**src/rtl/dma_axi_mm_write_engine.sv**
```systemverilog
// AXI4 memory-mapped write engine: splits one descriptor into 4 KB-safe bursts
// and passes read-side FIFO beats straight through onto the W channel.
module dma_axi_mm_write_engine #(
   parameter int ADDR_W    = 48,
   parameter int DATA_W    = 512,
   parameter int MAX_BURST = 16
) (
   input  logic                clk,
   input  logic                reset_n,
   input  logic                desc_valid,
   output logic                desc_ready,
   input  logic [ADDR_W-1:0]   desc_dest_addr,
   input  logic [19:0]         desc_length,
   input  logic                src_valid,
   output logic                src_ready,
   input  logic [DATA_W-1:0]   src_data,
   output logic                awvalid,
   input  logic                awready,
   output logic [ADDR_W-1:0]   awaddr,
   output logic [7:0]          awlen,
   output logic                wvalid,
   input  logic                wready,
   output logic [DATA_W-1:0]   wdata,
   output logic [DATA_W/8-1:0] wstrb,
   output logic                wlast,
   input  logic                bvalid,
   output logic                bready,
   input  logic [1:0]          bresp,
   output logic                busy,
   output logic                done,
   output logic                wr_rsp_err,
   output logic [1:0]          wr_resp_enc,
   output logic [5:0]          wr_state,
   output logic [31:0]         wr_dest_clk_cnt,
   output logic [31:0]         wr_dest_valid_cnt
);
   localparam int STRB_W = DATA_W / 8;

   typedef enum logic [5:0] {
      S_IDLE  = 6'b000001,
      S_ADDR  = 6'b000010,
      S_DATA  = 6'b000100,
      S_RESP  = 6'b001000,
      S_DONE  = 6'b010000,
      S_ERROR = 6'b100000
   } state_t;

   state_t            state;
   logic              armed;
   logic [ADDR_W-1:0] cur_addr;
   logic [14:0]       beats_left;
   logic [7:0]        burst_left;
   logic [5:0]        tail_bytes;
   logic [14:0]       outstanding;
   logic [6:0]        to_boundary;
   logic [14:0]       burst_size;
   logic [STRB_W-1:0] tail_mask;
   logic              accept;
   logic              aw_hs;
   logic              w_hs;
   logic              b_hs;
   logic              b_err;
   logic              err_now;

   // Burst length is capped by what is left, MAX_BURST, and the next 4 KB page edge.
   always_comb begin
      to_boundary = 7'd64 - {1'b0, cur_addr[11:6]};
      burst_size  = beats_left;
      if (burst_size > 15'(MAX_BURST))
         burst_size = 15'(MAX_BURST);
      if (burst_size > {8'd0, to_boundary})
         burst_size = {8'd0, to_boundary};
   end

   assign accept  = desc_valid && desc_ready;
   assign aw_hs   = awvalid && awready;
   assign w_hs    = wvalid && wready;
   assign b_hs    = bvalid && bready;
   assign b_err   = b_hs && (bresp != 2'b00);
   assign err_now = wr_rsp_err || b_err;

   // 'armed' keeps every ready low until the first edge after reset release.
   assign desc_ready = armed && (state == S_IDLE);
   assign bready     = armed;
   assign awvalid    = (state == S_ADDR);
   assign awaddr     = awvalid ? cur_addr : '0;
   assign awlen      = awvalid ? 8'(burst_size - 15'd1) : 8'd0;
   assign wvalid     = (state == S_DATA) && src_valid;
   assign src_ready  = (state == S_DATA) && wready;
   assign wdata      = src_data;
   assign wlast      = (state == S_DATA) && (burst_left == 8'd1);
   assign tail_mask  = (STRB_W'(1) << tail_bytes) - STRB_W'(1);
   assign wstrb      = (state != S_DATA) ? '0 :
                       ((beats_left == 15'd1) && (tail_bytes != 6'd0)) ? tail_mask : '1;
   assign busy       = (state != S_IDLE);
   assign wr_state   = state;

   always_ff @(posedge clk or negedge reset_n) begin
      if (!reset_n) begin
         state       <= S_IDLE;
         armed       <= 1'b0;
         cur_addr    <= '0;
         beats_left  <= '0;
         burst_left  <= '0;
         tail_bytes  <= '0;
         done        <= 1'b0;
         wr_rsp_err  <= 1'b0;
         wr_resp_enc <= 2'b00;
      end else begin
         armed <= 1'b1;
         done  <= (state == S_DONE);
         if (b_err && !wr_rsp_err) begin
            wr_rsp_err  <= 1'b1;
            wr_resp_enc <= bresp;
         end
         case (state)
            S_IDLE: begin
               if (accept) begin
                  cur_addr    <= desc_dest_addr & ~ADDR_W'(6'h3F);
                  beats_left  <= {1'b0, desc_length[19:6]} + 15'(|desc_length[5:0]);
                  tail_bytes  <= desc_length[5:0];
                  wr_rsp_err  <= 1'b0;
                  wr_resp_enc <= 2'b00;
                  state       <= (desc_length == 20'd0) ? S_DONE : S_ADDR;
               end
            end
            S_ADDR: begin
               if (aw_hs) begin
                  burst_left <= 8'(burst_size);
                  cur_addr   <= cur_addr + (ADDR_W'(burst_size) << 6);
                  state      <= S_DATA;
               end else if (err_now) begin
                  state <= S_ERROR;
               end
            end
            S_DATA: begin
               // An error only takes effect once the burst already announced on AW is complete.
               if (w_hs) begin
                  beats_left <= beats_left - 15'd1;
                  burst_left <= burst_left - 8'd1;
                  if (burst_left == 8'd1) begin
                     if (err_now)
                        state <= S_ERROR;
                     else if (beats_left == 15'd1)
                        state <= S_RESP;
                     else
                        state <= S_ADDR;
                  end
               end
            end
            S_RESP: begin
               if (err_now)
                  state <= S_ERROR;
               else if (outstanding == 15'd0)
                  state <= S_DONE;
            end
            S_ERROR: begin
               if (outstanding == 15'd0)
                  state <= S_DONE;
            end
            S_DONE:  state <= S_IDLE;
            default: state <= S_IDLE;
         endcase
      end
   end

   always_ff @(posedge clk or negedge reset_n) begin
      if (!reset_n)
         outstanding <= '0;
      else if (aw_hs && !b_hs)
         outstanding <= outstanding + 15'd1;
      else if (b_hs && !aw_hs && (outstanding != 15'd0))
         outstanding <= outstanding - 15'd1;
   end

   always_ff @(posedge clk or negedge reset_n) begin
      if (!reset_n) begin
         wr_dest_clk_cnt   <= '0;
         wr_dest_valid_cnt <= '0;
      end else if (accept) begin
         wr_dest_clk_cnt   <= '0;
         wr_dest_valid_cnt <= '0;
      end else begin
         if (busy && (wr_dest_clk_cnt != 32'hFFFF_FFFF))
            wr_dest_clk_cnt <= wr_dest_clk_cnt + 32'd1;
         if (w_hs && (wr_dest_valid_cnt != 32'hFFFF_FFFF))
            wr_dest_valid_cnt <= wr_dest_valid_cnt + 32'd1;
      end
   end
endmodule

```
**config.mk**
```make
export PLATFORM = sky130hd
export DESIGN_NAME = dma_axi_mm_write_engine
export DESIGN_NICKNAME = d
export VERILOG_FILES = /design/src/rtl/dma_axi_mm_write_engine.sv
export SDC_FILE = /design/constraint.sdc
export NUM_CORES = 1
export LEC_CHECK = 0
export ABC_AREA = 1
export BUFFER_PORTS_ARGS = -buffer_cell sky130_fd_sc_hd__buf_4
export CELL_PAD_IN_SITES_DETAIL_PLACEMENT = 1
export CELL_PAD_IN_SITES_GLOBAL_PLACEMENT = 2
export CORE_AREA = 4 4 505 507
export CTS_BUF_LIST = sky130_fd_sc_hd__clkbuf_16
export DETAILED_ROUTE_END_ITERATION = 12
export DIE_AREA = 0 0 509 511
export HOLD_SLACK_MARGIN = 0.12
export PLACE_DENSITY_LB_ADDON = 0.1
export SLEW_MARGIN = 0
export SYNTH_ARGS = -nofsm -noshare
export SYNTH_HDL_FRONTEND = slang
export SYNTH_SLANG_ARGS = --single-unit
```
**constraint.sdc**
```tcl
create_clock -name clk -period 5.8 [get_ports clk]
set_clock_uncertainty 0.1 [all_clocks]
set_input_delay 0.87 -clock clk [delete_from_list [all_inputs] [get_ports clk]]
set_output_delay 0.87 -clock clk [all_outputs]
set_load 0.05 [all_outputs]
```
Yosys cells after proc, flatten, opt, wreduce, memory -nomap -nowiden
Cells that the tools add are included.

Register bits: 167. Bits in latches: 0. Memory bits (writable): 0. ROM bits: 0. Bits of input ports: 589. Output and inout bits: 713. Word-level logic and storage cells: 118. Memories kept: 0.

Add/sub/neg operators: 11. Multipliers: 0. Divide/modulo/power cells: 0. $lt $le $gt $ge: 2. Eq/ne operators: 17. Shift-type cells: 1. Muxes and demuxes: 38. Bitwise gates (word level): 0. Reduce and logical (&&, ||, !) cells: 37.

Operators with widths (count): 2-to-1 mux 48 bit (3); 2-to-1 mux 32 bit (4); 2-to-1 mux 64 bit (2); one-hot mux 48 bit (2 select lines) (1); 2-to-1 mux 15 bit (6); adder 32 x 1 -> 32 bit (second input constant) (2); inequality test 32 bit (second input constant) (2); left shift 1 x 6 -> 64 bit (first input constant) (1); subtractor 64 x 2 -> 64 bit (second input constant) (1); adder 48 x 21 -> 48 bit (1); 2-to-1 mux 6 bit (8); one-hot mux 15 bit (2 select lines) (1); one-hot mux 6 bit (5 select lines) (1); subtractor 15 x 1 -> 15 bit (second input constant) (2); 2-to-1 mux 8 bit (3); logical NOT 20 bit (1); logical AND 1 bit (16); one-hot mux 8 bit (2 select lines) (1); subtractor 8 x 1 -> 8 bit (second input constant) (2); adder 14 x 1 -> 15 bit (1); adder 15 x 1 -> 15 bit (second input constant) (1); equality test 15 x 1 -> 1 bit (second input constant) (1); greater-than comparator 15 x 5 -> 1 bit (second input constant) (1); greater-than comparator 15 x 7 -> 1 bit (1); other kinds (27) (43).

Longest topological paths before layout
Depth in word-level cells: 7. Depth in mapped cells: 33. Depth with buffers taken out: 33.

Least setup slack after synthesis
No wires, ideal clock.

Path kind: flip-flop to output port. Start: register beats_left[8]. End: output awlen[7]. Data arrival time: 3.774 ns. Required time: 4.830 ns. Setup slack: 1.056 ns. Stages on the path, launching flop included: 18. Path buffers: 0. Cell sequence: dfrtp_1 > nor2_1 > nand2_1 > nor2_2 > nand2_2 > a21oi_2 > nand2_1 > inv_1 > ha_1 > a21oi_1 > o21ai_0 > nand2_1 > o211ai_1 > nand2_1 > nand2_1 > nand2_1 > nand3_1 > nor4_1.

Word-level cells in the longest chain between the ends: 6.

RTL lines: start: declaration (RTL line 51) `logic [14:0] beats_left;`; start signal: assignment (RTL line 120) `beats_left <= {1'b0, desc_length[19:6]} + 15'(|desc_length[5:0]);`; start signal: assignment (RTL line 139) `beats_left <= beats_left - 15'd1;`; greater-than comparator 15 x 5 -> 1 bit (RTL line 69) `if (burst_size > 15'(MAX_BURST))`; 2-to-1 mux 15 bit (*) (RTL line 69); greater-than comparator 15 x 7 -> 1 bit (RTL line 71) `if (burst_size > {8'd0, to_boundary})`; 2-to-1 mux 15 bit (*) (RTL line 71); subtractor 8 x 1 -> 8 bit (*) (RTL line 87) `assign awlen = awvalid ? 8'(burst_size - 15'd1) : 8'd0;`; 2-to-1 mux 8 bit (*) (RTL line 87); end: declaration (RTL line 20) `output logic [7:0] awlen,`.

Every way passes the cells marked *; elsewhere a longest branch is shown, timed or not.

Worst setup path in the final report
Start: register beats_left[8]. End: output awlen[5].

Same word-level chain as after synthesis.

==> implementation parameters <==
Parameter                              Value

Outcome
  Result of the run    completed

Pwr
  Clock network fraction of design power    0.115
  Sw Ratio    0.622
  Peak supply drop    around 0.27 mV
  Post-layout total power    11.3 mW
  Switching power    7.01 mW
  Static leakage    9.59 nW
  Cell internal pwr    4.26 mW
  Register share of total power    0.183
  Part of the total power dissipated in combinational logic    0.702
  Ratio of total power to cell area    about 510 nW/µm²

Clock network
  Clock insertion delay at the later pin of the skew report    540 ps
  Clock Root Buffer    sky130_fd_sc_hd__clkbuf_16
  CTS clk-pin slew, worst paths    80 ps
  Clk sinks    161
  Number of buffers added to fix hold violations after cts    0
  Buffer levels on the longest clock path    2
  Inserted Clock Buffers    17
  # H-tree levels    4
  TritonCTS clock tree    built

Global routing
  Maximum number of pins on one net before global-route repair    88
  Antenna violations before repair    17
  Grt ovf    0
  Global-route total usage across every layer    0.0921
  Global-route wire length before repair    169000 µm
  Via count of the first global-routing pass    ~20000

Finish
  Filler cell count    30400
  Fraction of the core area covered by cells at the end of the flow    0.0884
  Area growth from synthesis to layout    14.3%
  Total Nets Final    3363
  Share of cells above drive strength 1    0.165

Timing
  Setup tns final    0 ps
  Setup repair after global routing missed its margin    false
  Post-route minimum period    5170 ps
  Number of hold violations in the final report    0
  Final hold slack    between 150 and 200 ps
  Slew Viols, Final    0
  Finish-stage setup viols    0
  Final period util    0.891
  Headroom to the max-slew limit    0.318
  Maximum achievable frequency    between 150 and 200 MHz
  Slew at the pin closest to its max-slew limit    1010 ps

Synthesis
  Yosys warns    0
  Biggest area contributors in the synthesized netlist    sky130_fd_sc_hd__dfrtp_1 (21%), sky130_fd_sc_hd__buf_4 (21%), sky130_fd_sc_hd__nand2_1 (11%)
  Dominant register cell in the synthesized netlist    sky130_fd_sc_hd__dfrtp_1
  Gate count after technology mapping    approximately 3000
  Per-instance average area after synthesis    6.48 µm²
  FFs w/ async S/R, synth    1.00
  Post-synthesis sequential area ratio    0.208
  Mapped Area    19400 µm²
  Number of synthesized register bits    161
  Count of flip-flops with a built-in enable after synthesis    0
  Area leader, netlist    sky130_fd_sc_hd__dfrtp_1
  Area share of the largest cell type after synthesis    0.207
  Count of distinct cell types in the synthesized netlist    59

Floorplanning
  Area of the die    260000 µm²
  Cell row count    184
  Placeable core area    250000 µm²
  Initial core utilization    0.0773
  Die extent in x    509 µm
  Floorplan die height    511 µm
  Count of boundary I/O pins    around 1300

Min path
  Min-delay worst type    input port to asynchronous set/reset pin

Route
  Number of vias per cell after detailed routing    around 3.0
  Final antenna-violating net count    0
  Routed wire length    122000 µm
  DRT Pass-1 Iters    4
  DRC errors left    0
  Total vias in the final route    18200
  Detailed router's first-iteration violation count    a little over 700
  Per-cell routed wire length    around 20 µm

Critical path
  Critical path data arrival time    4200 ps
  Max Fanout on Critical Path    7
  Worst Path Class, Setup    flop to output pin
  Critical path endpoint category    output pin
  Top cell by count, worst path    sky130_fd_sc_hd__nand2_1
  Peak per-stage delay on the critical path    430 ps
  CP Cell Sequence    nor2_2, nand2_1, nor2_4, nand2_2, a21oi_4, nand2_1, inv_1, ha_1, a21oi_1, o21ai_0, nand2_1, o211ai_1, nand2_1, buf_4, nand2_1, nand2_1, buf_4, nand2_1, nor2_1, a21oi_1, nor2_2, buf_4
  Kind of launch point of the worst setup path    flop
  Endpoint required time on the critical path    4830 ps
  Worst-path cell with the longest stage delay    sky130_fd_sc_hd__dfrtp_1

Placed design
  Routability congestion estimate from global placement    0.697
  Count of port buffers added during placement    265
  Estimated wirelength of the detail-placed design    101000 µm

Job
  Max_cap viols    0
metrics by stage:
step	setup WS [ps]	instances	area, µm²
after floorplan	1060	3006	19400
after global placement	380	6053	21500
after detailed placement	460	6053	21500
after CTS	56.5	6085	22100
after global routing	19.5	6087	22100
final	632	6087	22100
worst paths after layout:
path | startpoint | end | slack (ps) | cells after the start
min in group clk | outstanding[14] | outstanding[14] | 380 | 1
max reg2reg | beats_left[8] | cur_addr[34] | 750 | 33
min reg2reg | outstanding[14] | outstanding[14] | 380 | 1
min | reset_n | cur_addr[19] | 160 | 1
max in group asynchronous | reset_n | wr_dest_valid_cnt[26] | 4260 | 2
max | beats_left[8] | awlen[5] | 630 | 22
power groups by stage:
| stage | logic (mW) | registers (mW) | clock network [mW] |
|---|---|---|---|
| 2_1_floorplan | 5.86 | 2.19 | 0 |
| 3_3_place_gp | 8.33 | 2.13 | 0 |
| 3_5_place_dp | 8.21 | 2.12 | 0 |
| 4_1_cts | 8.24 | 2.10 | 1.42 |
| 5_1_grt | 9.01 | 2.15 | 1.43 |
| 6_report | 7.91 | 2.07 | 1.29 |
cells in the final DEF, fill, tap and decap left out, types with 14 or more instances in the layout:
cell,count
sky130_fd_sc_hd__a21oi_1,143
sky130_fd_sc_hd__a31oi_1,15
sky130_fd_sc_hd__buf_4,301
sky130_fd_sc_hd__clkbuf_16,17
sky130_fd_sc_hd__conb_1,17
sky130_fd_sc_hd__dfrtp_1,160
sky130_fd_sc_hd__ha_1,47
sky130_fd_sc_hd__inv_1,288
sky130_fd_sc_hd__inv_2,20
sky130_fd_sc_hd__nand2_1,585
sky130_fd_sc_hd__nand3_1,183
sky130_fd_sc_hd__nand4_1,100
sky130_fd_sc_hd__nor2_1,370
sky130_fd_sc_hd__nor2_2,29
sky130_fd_sc_hd__nor3_1,73
sky130_fd_sc_hd__nor4_1,20
sky130_fd_sc_hd__o21ai_0,106
sky130_fd_sc_hd__o21ai_1,30
sky130_fd_sc_hd__o31ai_1,14
sky130_fd_sc_hd__xnor2_1,15
sky130_fd_sc_hd__xor2_1,48
critical path: cells and delay by family (launching register included):
family                   cells  cell delay (ps)
AO/OA/AOI/OAI                5              670
flip-flops                   1              430
AND/OR/NAND/NOR             12             1630
adder cells (fa/ha/maj)      1              250
buffers and inverters        4              690
logic make-up (layout without fill, tap and decap cells):
family / count (synthesis) / count (layout) / synth area share
AND/OR/NAND/NOR: 1433 / 1433 / 0.338
buffers and inverters: 916 / 648 / 0.288
flip-flops: 161 / 161 / 0.208
adder cells (fa/ha/maj): 49 / 49 / 0.0324
other: 2 / 18 / 0.000388
XOR/XNOR: 63 / 63 / 0.0285
AO/OA/AOI/OAI: 367 / 367 / 0.105
sequential cells by signal, indices dropped and copies added (netlist names), 2 cells and up:
signal,cells
wr_dest_clk_cnt,32
tail_bytes,6
wr_dest_valid_cnt,32
cur_addr,42
burst_left,8
beats_left,15
wr_resp_enc,2
wr_state,6
outstanding,15
per-layer routing:
metal,track usage,part of all wire,routed length (µm)
met3,0.0210,0.052,6320
met4,0.0364,0.037,4530
met5,0.00296,0.00074,90
met2,0.160,0.49,59900
met1,0.109,0.42,51200
cells in the mapped netlist, drive strengths merged, types with 6 or more instances:
cell,instances
nor2,410
ha,47
clkbuf,26
or2,6
nand2,595
o22ai,11
o21a,8
a31oi,15
xor2,48
inv,311
nand3,191
nand4,116
dfrtp,160
nor3,78
a21oi,144
o211ai,12
nor4,23
nand3b,6
xnor2,15
a22oi,7
buf,577
o31ai,14
o21ai,140
layout make-up:
cell class              count  area, µm²  share of cell area
well taps                3348       4190               0.189
flip-flops and latches    161       4030               0.182
multi-input cells        1929       9870               0.446
inverters                 313       1190              0.0536
repair buffers            303       2290               0.104
clock inverters            15        144             0.00650
clock buffers              17        425              0.0192
diodes                      1       2.50            0.000113
timing repair:
action | in CTS | in global routing
buffers inserted | 0 | 1
endpoints found under the setup margin | 0 | 8
gates resized for setup | 0 | 6
Note: power is estimated with default switching activity, not from simulation.
